--- src/rtl/inference_sequencer.sv ---
// inference_sequencer
//   Sequences one inference on the Neuro-Edge accelerator:
//   pixel LOAD -> n_steps x (ENC -> VMM -> ACC) -> FINISH, and arbitrates the
//   crossbar weight-write port between the host and the running inference.
//
//   Optional feature macro: NEURO_SEQ_WATCHDOG_EN
//     defined   : ENC/VMM watchdog with TIMEOUT-cycle limit, ERROR state, err flag
//     undefined : ENC/VMM wait forever, err tied low
//
// Ports
//   clk, rst_n           clock, asynchronous active-low reset
//   start, abort         inference request / cancel
//   n_steps              timestep count, latched when leaving IDLE (0 runs as 1)
//   pixel_valid          host pixel strobe
//   pixel_ready          high while in LOAD
//   pix_we, pix_addr     pixel write strobe (combinational) and pixel index
//   host_wreq, host_wgnt host weight-write request / grant (grant is combinational)
//   enc_start, enc_done  encoder kick / completion
//   vmm_start, vmm_done  crossbar VMM kick / completion
//   acc_clr, acc_en      accumulator clear / accumulate strobes
//   step_idx             current timestep
//   busy, done, err      status: active, completion pulse, watchdog error
module inference_sequencer #(
    parameter int N_INPUTS = 784,
    parameter int STEP_W   = 8,
    parameter int TIMEOUT  = 1024
) (
    input  logic                        clk,
    input  logic                        rst_n,
    input  logic                        start,
    input  logic                        abort,
    input  logic [STEP_W-1:0]           n_steps,
    input  logic                        pixel_valid,
    output logic                        pixel_ready,
    output logic                        pix_we,
    output logic [$clog2(N_INPUTS)-1:0] pix_addr,
    input  logic                        host_wreq,
    output logic                        host_wgnt,
    output logic                        enc_start,
    input  logic                        enc_done,
    output logic                        vmm_start,
    input  logic                        vmm_done,
    output logic                        acc_clr,
    output logic                        acc_en,
    output logic [STEP_W-1:0]           step_idx,
    output logic                        busy,
    output logic                        done,
    output logic                        err
);

    localparam int PIX_W = $clog2(N_INPUTS);
    localparam logic [PIX_W-1:0] PIX_LAST = PIX_W'(N_INPUTS - 1);

    typedef enum logic [2:0] {
        IDLE,
        LOAD,
        ENC,
        VMM,
        ACC,
        FINISH
`ifdef NEURO_SEQ_WATCHDOG_EN
        , ERROR
`endif
    } state_t;

    state_t              state, state_nx;
    logic                start_pend, start_pend_nx;
    logic [STEP_W-1:0]   n_lat, n_lat_nx;
    logic [STEP_W-1:0]   step_nx;
    logic [PIX_W-1:0]    pix_nx;
    logic                enc_start_nx, vmm_start_nx, acc_clr_nx, acc_en_nx, done_nx;
    logic                in_idle_like;

`ifdef NEURO_SEQ_WATCHDOG_EN
    localparam int WD_W = $clog2(TIMEOUT + 1);
    logic [WD_W-1:0]     wd_cnt;
    logic                wd_expired;

    assign wd_expired   = (wd_cnt == WD_W'(TIMEOUT - 1));
    assign in_idle_like = (state == IDLE) || (state == ERROR);
`else
    assign in_idle_like = (state == IDLE);
`endif

    assign pix_we    = pixel_valid & pixel_ready;
    assign host_wgnt = host_wreq & in_idle_like;

    always_comb begin
        state_nx      = state;
        start_pend_nx = start_pend;
        n_lat_nx      = n_lat;
        step_nx       = step_idx;
        pix_nx        = pix_addr;
        enc_start_nx  = 1'b0;
        vmm_start_nx  = 1'b0;
        acc_clr_nx    = 1'b0;
        acc_en_nx     = 1'b0;
        done_nx       = 1'b0;

        case (state)
            IDLE: begin
                if (abort) begin
                    start_pend_nx = 1'b0;
                end else if (start_pend && !host_wreq) begin
                    state_nx      = LOAD;
                    start_pend_nx = 1'b0;
                    n_lat_nx      = (n_steps == '0) ? STEP_W'(1) : n_steps;
                    step_nx       = '0;
                    pix_nx        = '0;
                    acc_clr_nx    = 1'b1;
                end else if (start) begin
                    start_pend_nx = 1'b1;
                end
            end
            LOAD: begin
                if (pix_we) begin
                    if (pix_addr == PIX_LAST) begin
                        state_nx     = ENC;
                        enc_start_nx = 1'b1;
                    end else begin
                        pix_nx = pix_addr + 1'b1;
                    end
                end
            end
            // The kick register is high exactly on the entry cycle, so it
            // doubles as the "ignore done this cycle" qualifier.
            ENC: begin
                if (!enc_start && enc_done) begin
                    state_nx     = VMM;
                    vmm_start_nx = 1'b1;
                end
`ifdef NEURO_SEQ_WATCHDOG_EN
                else if (wd_expired) begin
                    state_nx = ERROR;
                end
`endif
            end
            VMM: begin
                if (!vmm_start && vmm_done) begin
                    state_nx  = ACC;
                    acc_en_nx = 1'b1;
                end
`ifdef NEURO_SEQ_WATCHDOG_EN
                else if (wd_expired) begin
                    state_nx = ERROR;
                end
`endif
            end
            ACC: begin
                if (step_idx == n_lat - 1'b1) begin
                    state_nx = FINISH;
                    done_nx  = 1'b1;
                end else begin
                    step_nx      = step_idx + 1'b1;
                    state_nx     = ENC;
                    enc_start_nx = 1'b1;
                end
            end
            FINISH: begin
                state_nx = IDLE;
            end
            default: begin
                state_nx = state;
            end
        endcase

        // abort outranks every other event outside IDLE
        if (abort && state != IDLE) begin
            state_nx      = IDLE;
            start_pend_nx = 1'b0;
            step_nx       = '0;
            pix_nx        = '0;
            enc_start_nx  = 1'b0;
            vmm_start_nx  = 1'b0;
            acc_clr_nx    = 1'b0;
            acc_en_nx     = 1'b0;
            done_nx       = 1'b0;
        end
    end

    always_ff @(posedge clk or negedge rst_n) begin
        if (!rst_n) begin
            state       <= IDLE;
            start_pend  <= 1'b0;
            n_lat       <= '0;
            step_idx    <= '0;
            pix_addr    <= '0;
            enc_start   <= 1'b0;
            vmm_start   <= 1'b0;
            acc_clr     <= 1'b0;
            acc_en      <= 1'b0;
            done        <= 1'b0;
            pixel_ready <= 1'b0;
            busy        <= 1'b0;
            err         <= 1'b0;
        end else begin
            state       <= state_nx;
            start_pend  <= start_pend_nx;
            n_lat       <= n_lat_nx;
            step_idx    <= step_nx;
            pix_addr    <= pix_nx;
            enc_start   <= enc_start_nx;
            vmm_start   <= vmm_start_nx;
            acc_clr     <= acc_clr_nx;
            acc_en      <= acc_en_nx;
            done        <= done_nx;
            pixel_ready <= (state_nx == LOAD);
`ifdef NEURO_SEQ_WATCHDOG_EN
            busy        <= (state_nx != IDLE) && (state_nx != ERROR);
            err         <= (state_nx == ERROR);
`else
            busy        <= (state_nx != IDLE);
            err         <= 1'b0;
`endif
        end
    end

`ifdef NEURO_SEQ_WATCHDOG_EN
    // Restarts on every state entry, counts only while waiting in ENC/VMM.
    always_ff @(posedge clk or negedge rst_n) begin
        if (!rst_n) begin
            wd_cnt <= '0;
        end else if (state_nx != state || !(state == ENC || state == VMM)) begin
            wd_cnt <= '0;
        end else begin
            wd_cnt <= wd_cnt + 1'b1;
        end
    end
`endif

endmodule
--- config.mk ---
export PLATFORM = sky130hd
export DESIGN_NAME = inference_sequencer
export DESIGN_NICKNAME = d
export VERILOG_FILES = /design/src/rtl/inference_sequencer.sv
export SDC_FILE = /design/constraint.sdc
export NUM_CORES = 1
export LEC_CHECK = 0
export CAP_MARGIN = 25
export CELL_PAD_IN_SITES_DETAIL_PLACEMENT = 0
export CELL_PAD_IN_SITES_GLOBAL_PLACEMENT = 1
export CORE_ASPECT_RATIO = 0.6
export CORE_MARGIN = 2
export CORE_UTILIZATION = 38
export DETAILED_ROUTE_END_ITERATION = 8
export PLACE_DENSITY_LB_ADDON = 0.1
export SLEW_MARGIN = 20
export SYNTH_ARGS = -nofsm -noshare
export SYNTH_HDL_FRONTEND = slang
export SYNTH_SLANG_ARGS = --single-unit
export TNS_END_PERCENT = 30
--- constraint.sdc ---
create_clock -name clk -period 3.1 [get_ports clk]
set_input_delay 0.93 -clock clk [delete_from_list [all_inputs] [get_ports clk]]
set_output_delay 0.93 -clock clk [all_outputs]
set_load 0.01 [all_outputs]
### Yosys cells after proc, flatten, opt, wreduce, memory -nomap -nowiden

Cells that the tools add are included.

| operators by class | value |
|---|---|
| add/sub/neg operators | 3 |
| equal/unequal tests | 13 |
| multiplexer cells | 44 |
| bitwise gates (word level) | 3 |
| reduce and logical (&&, ||, !) cells | 19 |

Operators with widths:

| operator | number |
|---|---|
| two-way mux 10 bit | 5 |
| two-way mux 8 bit | 5 |
| two-way mux 3 bit | 8 |
| two-way mux 1 bit | 22 |
| case mux 10 bit (2 select lines) | 1 |
| case mux 3 bit (6 select lines) | 1 |
| case mux 8 bit (2 select lines) | 1 |
| nonzero test 3 bit | 4 |
| adder 10 x 1 -> 10 bit, second input constant | 1 |
| equality test 10 bit, second input constant | 1 |
| inequality test 3 bit, second input constant | 3 |
| adder 8 x 1 -> 8 bit, second input constant | 1 |
| equality test 8 bit | 1 |
| zero test 8 bit | 1 |
| subtractor 8 x 1 -> 8 bit, second input constant | 1 |
| equality test 3 x 1 -> 1 bit, second input constant | 2 |
| equality test 3 x 2 -> 1 bit, second input constant | 2 |
| equality test 3 bit, second input constant | 2 |
| AND reduction 5 bit | 1 |
| logical AND 1 bit | 4 |
| AND reduction 4 bit | 1 |
| nonzero test 4 bit | 1 |
| zero test 1 bit | 3 |
| zero test 3 bit | 1 |
| 8 further kinds | 9 |

| storage, ports and cells | value |
|---|---|
| register bits after elaboration | 37 |
| input port bits | 16 |
| output and inout port bits | 28 |
| word-level logic and storage cells | 94 |

### Logic depth before layout (Yosys ltp)

Gate-level depths: netlist (run 1).

| depth | value |
|---|---|
| word-level depth | 7 |
| gate-level depth with buffers | 10 |
| gate-level depth less buffers | 9 |

### Least setup slack after synthesis (run 1)

No wires, ideal clock.

| timing | value |
|---|---|
| path type | input to register |
| from | input abort |
| to | register pix_addr[9] |
| library setup time | 0.126 ns |
| data arrival time | 2.086 ns |
| required time | 2.974 ns |
| slack | 0.888 ns |
| cell stages on the path | 6 |
| buffers on the path | 1 |
| cell sequence | clkbuf_1 o21ai_0 o221ai_1 nor4_1 xnor2_1 nor2_1 |

| between the ends | value |
|---|---|
| cells in the longest elaborated chain, start to end | 3 |
| elaborated cells between the ends (all ways) | 8 |
| those cells by class | 4 x eq/ne; 1 x mux; 3 x reduce/logical |

RTL lines:

| item | RTL line | RTL |
|---|---|---|
| start: declaration | 31 | `input logic abort,` |
| logical AND 1 bit | 168 | `if (abort && state != IDLE) begin` |
| inequality test 3 bit (no source line), or another cell as far along | - |  |
| AND reduction 5 bit (no source line) | - |  |
| end signal: assignment | 201 | `pix_addr <= pix_nx;` |
| end: declaration | 36 | `output logic [$clog2(N_INPUTS)-1:0] pix_addr,` |

Parallel ways exist; a longest one is shown, timed or not.
A chain may end at the register's enable or synchronous reset.

### Worst setup path after layout (run 1)

| timing | value |
|---|---|
| from | input host_wreq |
| to | output host_wgnt |

| between the ends | value |
|---|---|
| cells in the longest elaborated chain, start to end | 1 |

RTL lines:

| item | RTL line | RTL |
|---|---|---|
| start: declaration | 37 | `input logic host_wreq,` |
| bitwise AND 1 bit | 86 | `assign host_wgnt = host_wreq & in_idle_like;` |
| end: declaration | 38 | `output logic host_wgnt,` |

Every way passes these cells.

==> metrics.txt, run 1 <==
WP data required 2.17 ns; number of buffers added by the clock tree synthesis step 5; total clock sinks 37; post-route setup TNS 0 ns; Setup crit start kind primary input; first-pass iteration count of the detailed router 5; cell at the root of the clock tree sky130_fd_sc_hd__clkbuf_8; Total GRT Usage 0.1945; clock tree from TritonCTS built; switching power summed over all nets 0.0006331 W; latest clock arrival within the worst-skew pair 0.30 ns; pin count of the biggest net entering global routing 38; Worst Path Class, Setup primary input to primary output; Bufs on Longest Clock Path 2; largest family of logic cells by synthesized area simple AND/OR/NAND/NOR gates; starting utilization of the core area 0.4050; cell family contributing the most delay on the critical path buffers and inverters; Leak 1.181 nW; total of cells resized after clock tree synthesis 0; Combinational Power Share 0.340; count of inserted antenna diode cells 0; post-CTS repair timing setup buffer count 0; average cell area after synthesis 8.748 um2; height of the chip 61.70 um; Cell Area, Synth 2108 um2; final clock period utilization by the worst path 0.9673; aggregate routed wire length 5318 um; area fraction of the dominant cell type after synthesis 0.4392; HPWL after detailed placement 4033 um; flop and latch count out of synthesis 37; adder and majority cell fraction of the synthesized area 0.01780; number of remaining DRC errors 0; average detailed-routed wire length per instance 14.90 um; final setup margin 0.1015 ns; post-route clock skew 0.01078 ns; buffering stage count on the worst path with inverters included 2; basic-gate share of the synthesized area counting and, or, nand and nor cells 0.2991; minimum period implied by the final worst setup slack 2.998 ns; cell area after layout 2751 um2; number of placed I/O pins 44; worst flop-to-flop path startpoint pix_addr[0]; Pins Over Slew Limit 0; highest-delay cell along the critical path sky130_fd_sc_hd__clkdlybuf4s50_1; number of vias after detailed routing 1890; net switching fraction of the power 0.3591; post-placement worst setup slack 0.09577 ns; placeable core area 5205 um2; routability cong. 0.8041; post-synth top area cell sky130_fd_sc_hd__dfrtp_1; post-synthesis mux area share 0.004748; number of synthesized flops with an enable pin 0; proportion of power drawn by the clock network 0.289; clock transition at the registers of the reported paths 0.07 ns; number of nets in the synthesized netlist 260; data arrival at the endpoint of the critical path 2.07 ns; fill cell total of the finished layout 490; number of antenna-violating nets in the routed design 0; number of failing setup endpoints in the final timing report 0; largest cells by area after synthesis sky130_fd_sc_hd__dfrtp_1 (44%), sky130_fd_sc_hd__nand2_1 (7.7%), sky130_fd_sc_hd__xnor2_1 (4.6%); area grow syn2layout 30.50%; worst-case headroom to the max-slew limit 0.4329; share of layout cells above drive strength 1 0.08591; final hold violation count 0; post-synthesis cell count 241; type of element capturing the critical path primary output; cell repeated most along the worst path sky130_fd_sc_hd__clkdlybuf4s50_1; fraction of the yosys area taken by sequential cells 0.4392; power per cell area 640.7 nW/um2; largest driver fanout on the critical path 3; area of the die 6179 um2; Max stage delay on crit path 0.53 ns; post-synthesis async set-or-reset flop share 1.000; H-Tree Level Count 2; number of rows in the core area 20; total congestion overflow 0; ys flop type sky130_fd_sc_hd__dfrtp_1; part of the power in registers 0.372; Synth Area in Compound Gates 0.1472; most frequent cells after synthesis sky130_fd_sc_hd__nand2_1 (43), sky130_fd_sc_hd__dfrtp_1 (37), sky130_fd_sc_hd__nor2_1 (22), sky130_fd_sc_hd__o21ai_0 (18), sky130_fd_sc_hd__a21oi_1 (13); hold path start n_lat[7]; antenna violations before repair 0; run status completed; violation count after the first detailed-routing iteration 110; Hold Buf Count CTS 0; RSZ-0062 raised after global routing false; most common cell in the netlist sky130_fd_sc_hd__nand2_1; max_cap viols 0; classification of the worst-slack hold path register to register; slew at the pin closest to its max-slew limit 0.8506 ns; Synth cell types 45; routed via count divided by cell count 5.294; worst voltage drop across the vdd grid 0.0003890 V; count of port buffers added during placement 42; first-pass GRT wire length 9052 um; cell-by-cell listing of the critical path clkdlybuf4s50_1 > and2_1 > clkdlybuf4s50_1; critical path startpoint host_wreq; via count of the first global-routing pass 1782; total cell area at the placement stage 2618 um2; design internal power 0.001130 W; fraction of synthesized cell area in xor and xnor cells 0.05816; Syn. warnings 0; f_max 0.3335 GHz; horizontal die dimension 100.2 um; net count reported at finish 309
## power by group through the flow
stage / logic (W) / registers (W) / clock network (W)
2_1_floorplan: 0.000431 / 0.000627 / 0
3_5_place_dp: 0.000599 / 0.000664 / 0
6_report: 0.000599 / 0.000655 / 0.000509
4_1_cts: 0.000603 / 0.000655 / 0.000515
5_1_grt: 0.000672 / 0.000670 / 0.000538
3_3_place_gp: 0.000589 / 0.000658 / 0
## final timing paths
| check | slack, ns | end | cells after the start |
|---|---|---|---|
| max | 0.10 | host_wgnt | 3 |
| min | 0.51 | n_lat[7] | 2 |
| max reg2reg | 0.65 | pix_addr[4] | 9 |
| min reg2reg | 0.51 | n_lat[7] | 2 |
| max in group asynchronous | 1.83 | step_idx[7] | 1 |
| min in group asynchronous | 0.74 | step_idx[2] | 1 |
## tightest hold or removal path, cell delays in order, from the launching register on
cell and delay, ns:
sky130_fd_sc_hd__dfrtp_1 0.37, sky130_fd_sc_hd__nand2_1 0.06, sky130_fd_sc_hd__nand2_1 0.05
## registers in the layout (all words and copies together) (netlist names), 3 cells and up
register,flops
n_lat,8
pix_addr,10
state,3
step_idx,8
## logic make-up after synthesis
logic type / Yosys count
and+or+nand+nor: 125
AOI/OAI and AO/OA: 47
DFF: 37
xor gates and xnor gates: 14
buffers and inverters: 13
adders and majority gates: 3
other: 1
muxes: 1
## per-layer routing
layer | part of all wire | vias to the layer above | wire, um | global-route usage
li1 | - | 951 | - | -
met3 | 0.059 | 4 | 315 | 0.04251
met5 | 0 | - | 0 | 0
met1 | 0.55 | 890 | 2932 | 0.3103
met4 | 0.0085 | 0 | 45 | 0.05284
met2 | 0.38 | 45 | 2025 | 0.2608
## through the flow
| step | cells | hold WS [ns] | util | total power, W |
|---|---|---|---|---|
| 2_1_floorplan | 241 | 0.4665 | - | 0.001058 |
| 3_3_place_gp | 349 | 0.4927 | 0.5029 | 0.001248 |
| 3_5_place_dp | 349 | 0.4983 | 0.5029 | 0.001263 |
| 4_1_cts | 357 | 0.5154 | 0.5286 | 0.001772 |
| 5_1_grt | 357 | 0.5651 | 0.5286 | 0.001880 |
| 6_report | 357 | 0.5122 | 0.5286 | 0.001763 |
## cell type report
class	instances	area, um2	share of cell area
Clock buffer	5	68.82	0.02501
Inverter	5	18.77	0.006821
Tap cell	66	82.58	0.03001
Sequential cell	37	925.9	0.3365
Clock inverter	3	65.06	0.02365
Multi-Input combinational cell	191	1115	0.4052
Timing Repair Buffer	50	475.5	0.1728
## cell usage in the layout (no fill, tap or decap), types with 2 or more instances in the layout
cell type,netlist,layout
sky130_fd_sc_hd__clkdlybuf4s50_1,0,41
sky130_fd_sc_hd__ha_1,3,3
sky130_fd_sc_hd__nor2_1,22,22
sky130_fd_sc_hd__a31o_2,3,3
sky130_fd_sc_hd__nand2b_1,8,8
sky130_fd_sc_hd__buf_4,1,8
sky130_fd_sc_hd__or4_1,2,2
sky130_fd_sc_hd__a31oi_1,2,2
sky130_fd_sc_hd__clkbuf_8,0,5
sky130_fd_sc_hd__and4_1,3,3
sky130_fd_sc_hd__nor4_1,4,4
sky130_fd_sc_hd__and2_1,6,6
sky130_fd_sc_hd__nand2_1,43,43
sky130_fd_sc_hd__and3_1,2,2
sky130_fd_sc_hd__o21ai_0,18,18
sky130_fd_sc_hd__nand4_1,5,5
sky130_fd_sc_hd__nor3_1,6,6
sky130_fd_sc_hd__inv_1,4,4
sky130_fd_sc_hd__xnor2_1,11,11
sky130_fd_sc_hd__nor2b_1,6,6
sky130_fd_sc_hd__bufinv_16,0,2
sky130_fd_sc_hd__xor2_1,3,3
sky130_fd_sc_hd__nand3_1,9,9
sky130_fd_sc_hd__a21oi_1,13,13
sky130_fd_sc_hd__or3_1,3,3
sky130_fd_sc_hd__dfrtp_1,37,37
Note: power is estimated with default switching activity, not from simulation.
==> inputs of run 2 (changes only) <==
Settings changed: CORE_UTILIZATION 38 to 41.
Clock period 3.1 ns to 3.8 ns, I/O delays scaled along.
==> metrics.txt, run 2 (synthesis gave the netlist of run 1 again) <==
largest driver fanout on the critical path 3 (unchanged); total of cells resized after clock tree synthesis 0 (unchanged); clock transition at the registers of the reported paths 0.08 ns (about the same); share of layout cells above drive strength 1 0.06643 (-0.01948); Bufs on Longest Clock Path 2 (unchanged); horizontal die dimension 96.58 um (-3.6%); cell-by-cell listing of the critical path clkdlybuf4s50_1 > and2_1 > clkdlybuf4s50_1; RSZ-0062 raised after global routing false; number of antenna-violating nets in the routed design 0 (unchanged); Max stage delay on crit path 0.53 ns (about the same); cell at the root of the clock tree sky130_fd_sc_hd__clkbuf_8; top register by number of flip-flops pix_addr; worst-case headroom to the max-slew limit 0.4172 (-0.01567); power per cell area 501.5 nW/um2 (-22%); violation count after the first detailed-routing iteration 98 (-11%); f_max 0.2909 GHz; cell family contributing the most delay on the critical path buffers and inverters; highest-delay cell along the critical path sky130_fd_sc_hd__clkdlybuf4s50_1; largest registers in the final layout pix_addr: 10 flops, n_lat: 8 flops, step_idx: 8 flops; aggregate routed wire length 5158 um (-3.0%); Total Power 0.001352 W (-23%); buffering stage count on the worst path with inverters included 2 (unchanged); starting utilization of the core area 0.4212 (+0.01620); Total GRT Usage 0.2006 (+0.006053); HPWL after detailed placement 3801 um (-5.7%); WP data required 2.66 ns (+0.49 ns); first-pass GRT wire length 8631 um (-4.7%); final clock period utilization by the worst path 0.9046; first-pass iteration count of the detailed router 5 (unchanged); post-CTS repair timing setup buffer count 0 (unchanged); worst voltage drop across the vdd grid 0.0003032 V (-22%); max reg flops 10 (unchanged); post-route setup TNS 0 ns (unchanged); data arrival at the endpoint of the critical path 2.30 ns (+0.23 ns); via count of the first global-routing pass 1733 (-2.7%); Pins Over Slew Limit 0 (unchanged); routed via count divided by cell count 5.321 (+0.51%); number of failing setup endpoints in the final timing report 0 (unchanged); antenna violations before repair 0 (unchanged); number of vias after detailed routing 1873 (-0.90%); Setup crit start kind primary input; number of remaining DRC errors 0 (unchanged); area taken by multi-input logic gates 1115 um2 (unchanged); minimum period implied by the final worst setup slack 3.438 ns; most common cell after layout, fill and taps aside sky130_fd_sc_hd__nand2_1; number of rows in the core area 20 (unchanged); slew at the pin closest to its max-slew limit 0.8741 ns (+0.02350 ns); height of the chip 59.55 um (-3.5%); net count reported at finish 304 (-1.6%); latest clock arrival within the worst-skew pair 0.29 ns (about the same); cell area after layout 2696 um2 (-2.0%); Sequential Area 925.9 um2 (unchanged); run status completed; placeable core area 5005 um2 (-3.8%); total clock sinks 37 (unchanged); Worst Path Class, Setup primary input to primary output; clock tree from TritonCTS built; pin count of the biggest net entering global routing 38 (unchanged); area grow syn2layout 27.89%; type of element capturing the critical path primary output; commonest non-fill, non-tap cells in the layout sky130_fd_sc_hd__nand2_1 (43), sky130_fd_sc_hd__clkdlybuf4s50_1 (41), sky130_fd_sc_hd__dfrtp_1 (37); number of placed I/O pins 44 (unchanged); post-route clock skew 0.009899 ns (-0.0008835 ns); cell repeated most along the worst path sky130_fd_sc_hd__clkdlybuf4s50_1; number of buffers added by the clock tree synthesis step 5 (unchanged); count of inserted antenna diode cells 0 (unchanged); total cell area at the placement stage 2580 um2 (-1.4%); total congestion overflow 0 (unchanged); H-Tree Level Count 2 (unchanged); routability cong. 0.8318 (+3.4%); max_cap viols 0 (unchanged); final hold violation count 0 (unchanged); Hold Buf Count CTS 0 (unchanged); area of the die 5751 um2 (-6.9%); Leak 1.145 nW (-3.0%); final-layout worst hold slack 0.5090 ns (-0.003286 ns); count of port buffers added during placement 42 (unchanged); fill cell total of the finished layout 467 (-4.7%); classification of the worst-slack hold path register to register; average detailed-routed wire length per instance 14.65 um (-1.6%)
[run 2: cell count changes in the layout (fill, tap and decap cells not counted)]
cell	change
sky130_fd_sc_hd__buf_4	-5
sky130_fd_sc_hd__bufinv_16	-1
sky130_fd_sc_hd__clkbuf_8	+1
sky130_fd_sc_hd__clkbuf_1	+1
sky130_fd_sc_hd__clkinv_2	-1
[run 2: per-stage QoR]
step | setup WS [ns] | utilization | instances
detailed placement | 0.3746 | 0.5155 | 344
finish | 0.3625 | 0.5388 | 352
floorplan | 1.345 | - | 241
global placement | 0.3904 | 0.5155 | 344
global route | 0.3181 | 0.5388 | 352
CTS | 0.3623 | 0.5388 | 352
[run 2: layout make-up]
class                      count  area share
clock buffer                   7     0.03202
clock inverter                 1     0.01114
sequential                    37      0.3434
inverter                       5    0.006961
multi-input combinational    191      0.4135
timing repair buffer          45      0.1624
tap                           66     0.03063
[run 2: layer usage]
layer	wire length, um	global-route usage	share of wire	up-vias
li1	-	-	-	940
met1	2790	0.3267	0.54	871
met2	2082	0.2560	0.40	60
met3	265	0.05216	0.051	2
met4	19	0.04829	0.0037	0
met5	0	0	0	-
[run 2: worst min-delay path, cell delays in order, from the launching register on]
cell                      delay [ns]
sky130_fd_sc_hd__dfrtp_1        0.37
sky130_fd_sc_hd__nand2_1        0.06
sky130_fd_sc_hd__nand2_1        0.05
[run 2: worst paths after layout]
kind | slack [ns] | start | cells past startpoint | to
max in group asynchronous | 2.30 | rst_n | 1 | step_idx[1]
worst min-delay path | 0.51 | n_lat[7] | 2 | n_lat[7]
worst min register to register | 0.51 | n_lat[7] | 2 | n_lat[7]
worst max register to register | 1.17 | pix_addr[0] | 8 | pix_addr[7]
min in group asynchronous | 0.96 | rst_n | 1 | n_lat[1]
worst max-delay path | 0.36 | host_wreq | 3 | host_wgnt
[run 2: where the power goes]
part	switching, W	total, W	leakage, nW	internal [W]
clock	0.000143	0.000357	0.0585	0.000214
sequential	0.0000768	0.000530	0.499	0.000453
combinational	0.000270	0.000465	0.588	0.000195
total	0.000490	0.00135	1.15	0.000862
==> inputs of run 3 (changes only) <==
==> constraint.sdc (replaced) <==
create_clock -name clk -period 3.8 [get_ports clk]
set_input_delay 0.76 -clock clk [delete_from_list [all_inputs] [get_ports clk]]
set_output_delay 0.76 -clock clk [all_outputs]
set_load 0.01 [all_outputs]
==> metrics.txt, run 3 (synthesis gave the netlist of run 1 again) <==
part of the power in registers 0.417 (+0.025); Setup crit start kind register; buffering stage count on the worst path with inverters included 1 (-1); Hold Buf Count CTS 0 (unchanged); max_cap viols 0 (unchanged); post-placement cell count 342 (-0.58%); worst-case headroom to the max-slew limit 0.4210 (+0.003739); final clock period utilization by the worst path 0.7302 (-0.1744); Worst Path Class, Setup register to primary output; net switching fraction of the power 0.3790 (+0.01639); setup slack on the worst flop-to-flop path 1.15 ns (-0.02 ns); number of buffers added by the clock tree synthesis step 5 (unchanged); proportion of power drawn by the clock network 0.220 (-0.044); count of non-filler cells in the finished layout 349 (-0.85%); clock transition at the registers of the reported paths 0.07 ns (about the same); average detailed-routed wire length per instance 14.39 um (-1.8%); post-route clock skew 0.003591 ns (-0.006308 ns); worst voltage drop across the vdd grid 0.0002270 V (-25%); max reg flops 10 (unchanged); top register by number of flip-flops pix_addr; count of inserted antenna diode cells 0 (unchanged); cell-by-cell listing of the critical path nor3_1 > and2_1 > clkdlybuf4s50_1; capturing point of the worst reg2reg path pix_addr[9]; via count of the first global-routing pass 1687 (-2.7%); WP data required 3.04 ns (+0.38 ns); total clock sinks 37 (unchanged); data arrival at the endpoint of the critical path 2.01 ns (-0.29 ns); share of layout cells above drive strength 1 0.05654 (-0.009896); run status completed; Combinational Power Share 0.363 (+0.019); number of remaining DRC errors 0 (unchanged); largest driver fanout on the critical path 10 (+7); routed via count divided by cell count 5.269 (-0.97%); worst flop-to-flop path startpoint pix_addr[5]; first-pass GRT wire length 8487 um (-1.7%); routability cong. 0.8250 (-0.82%); length in cells of the worst reg-to-reg path 7 (-1); count of port buffers added during placement 42 (unchanged); cell family contributing the most delay on the critical path simple AND/OR/NAND/NOR gates; number of failing setup endpoints in the final timing report 0 (unchanged); power per cell area 479.8 nW/um2 (-4.3%); clock tree from TritonCTS built; most common cell after layout, fill and taps aside sky130_fd_sc_hd__nand2_1; type of element capturing the critical path primary output; Pins Over Slew Limit 0 (unchanged); total congestion overflow 0 (unchanged); latest clock arrival within the worst-skew pair 0.29 ns (about the same); worst hold path stage count 2 (unchanged); final hold violation count 0 (unchanged); switching power summed over all nets 0.0004822 W (-1.7%); largest registers in the final layout pix_addr: 10 flops, n_lat: 8 flops, step_idx: 8 flops; placeable core area 5005 um2 (unchanged); height of the chip 59.55 um (unchanged); classification of the worst-slack hold path register to register; violation count after the first detailed-routing iteration 69 (-30%); number of rows in the core area 20 (unchanged); antenna violations before repair 0 (unchanged); HPWL after detailed placement 3768 um (-0.87%); Max stage delay on crit path 0.53 ns (about the same); critical path startpoint state[0]; final setup margin 1.025 ns (+0.6628 ns); commonest non-fill, non-tap cells in the layout sky130_fd_sc_hd__nand2_1 (43), sky130_fd_sc_hd__clkdlybuf4s50_1 (41), sky130_fd_sc_hd__dfrtp_1 (37); fill cell total of the finished layout 467 (unchanged); number of placed I/O pins 44 (unchanged); slew at the pin closest to its max-slew limit 0.8685 ns (-0.005608 ns); H-Tree Level Count 2 (unchanged); cell at the root of the clock tree sky130_fd_sc_hd__clkbuf_8; Stages on worst setup path 3 (unchanged); area grow syn2layout 25.76%; Leak 1.121 nW (-2.1%); first-pass iteration count of the detailed router 4 (-1); horizontal die dimension 96.58 um (unchanged); Bufs on Longest Clock Path 2 (unchanged); number of antenna-violating nets in the routed design 0 (unchanged); design internal power 0.0007900 W (-8.3%); pin count of the biggest net entering global routing 38 (unchanged); area of the die 5751 um2 (unchanged); aggregate routed wire length 5023 um (-2.6%); number of vias after detailed routing 1839 (-1.8%); hold path start n_lat[7]; net count reported at finish 302 (-0.66%); highest-delay cell along the critical path sky130_fd_sc_hd__clkdlybuf4s50_1; f_max 0.3604 GHz (+24%); Total GRT Usage 0.1982 (-0.002355); minimum period implied by the final worst setup slack 2.775 ns (-0.6628 ns); starting utilization of the core area 0.4212 (unchanged); total of cells resized after clock tree synthesis 0 (unchanged); post-placement worst setup slack 0.7551 ns (+0.3805 ns); RSZ-0062 raised after global routing false; post-route setup TNS 0 ns (unchanged); final-layout worst hold slack 0.5103 ns (+0.001289 ns); post-CTS repair timing setup buffer count 0 (unchanged); WHS Endpoint n_lat[7]
==> run 3: changes by cell type in the layout (fill, tap and decap cells not counted) <==
cell                        before  now
sky130_fd_sc_hd__buf_4           3    1
sky130_fd_sc_hd__bufinv_16       1    0
==> run 3: routing by layer <==
metal	track usage	vias up	wire [um]
met2	0.2440	40	1934
met4	0.04829	0	36
met3	0.05471	5	255
li1	-	927	-
met5	0	-	0
met1	0.3280	867	2797
==> run 3: worst reg2reg max path, cell delays in order, from the launching register on <==
cell and delay [ns]:
sky130_fd_sc_hd__dfrtp_1 0.43, sky130_fd_sc_hd__or3_1 0.38, sky130_fd_sc_hd__nor4_1 0.47, sky130_fd_sc_hd__nor2b_1 0.12
sky130_fd_sc_hd__o221ai_1 0.72, sky130_fd_sc_hd__nor4_1 0.18, sky130_fd_sc_hd__xnor2_1 0.18, sky130_fd_sc_hd__nor2_1 0.06
==> run 3: cell type report <==
| class | count | area, um2 | share of cell area |
|---|---|---|---|
| Sequential cell | 37 | 925.9 | 0.3492 |
| Multi-Input combinational cell | 191 | 1115 | 0.4205 |
| Inverter | 5 | 18.77 | 0.007079 |
| Timing Repair Buffer | 43 | 422.9 | 0.1595 |
| Clock buffer | 7 | 86.33 | 0.03256 |
| Tap cell | 66 | 82.58 | 0.03115 |
==> run 3: worst max path at each step <==
stage	endpoint	slack, ns
2_1_floorplan	step_idx[3]	1.61
3_3_place_gp	pix_addr[9]	0.88
3_5_place_dp	pix_addr[9]	0.76
4_1_cts	host_wgnt	1.07
5_1_grt	pix_addr[9]	0.84
6_report	host_wgnt	1.03
==> run 3: through the flow <==
step / cell area (um2) / total power (W) / util
floorplan: 2108 / 0.0008631 / -
global placement: 2565 / 0.0009935 / 0.5125
detailed placement: 2565 / 0.0009993 / 0.5125
CTS: 2651 / 0.001278 / 0.5298
global route: 2651 / 0.001368 / 0.5298
finish: 2651 / 0.001272 / 0.5298
==> run 3: power groups by stage <==
stage	logic [W]	clock network [W]	registers [W]
floorplan	0.000351	0	0.000512
CTS	0.000464	0.000285	0.000529
global placement	0.000458	0	0.000536
global route	0.000522	0.000303	0.000543
finish	0.000462	0.000280	0.000530
detailed placement	0.000462	0	0.000537
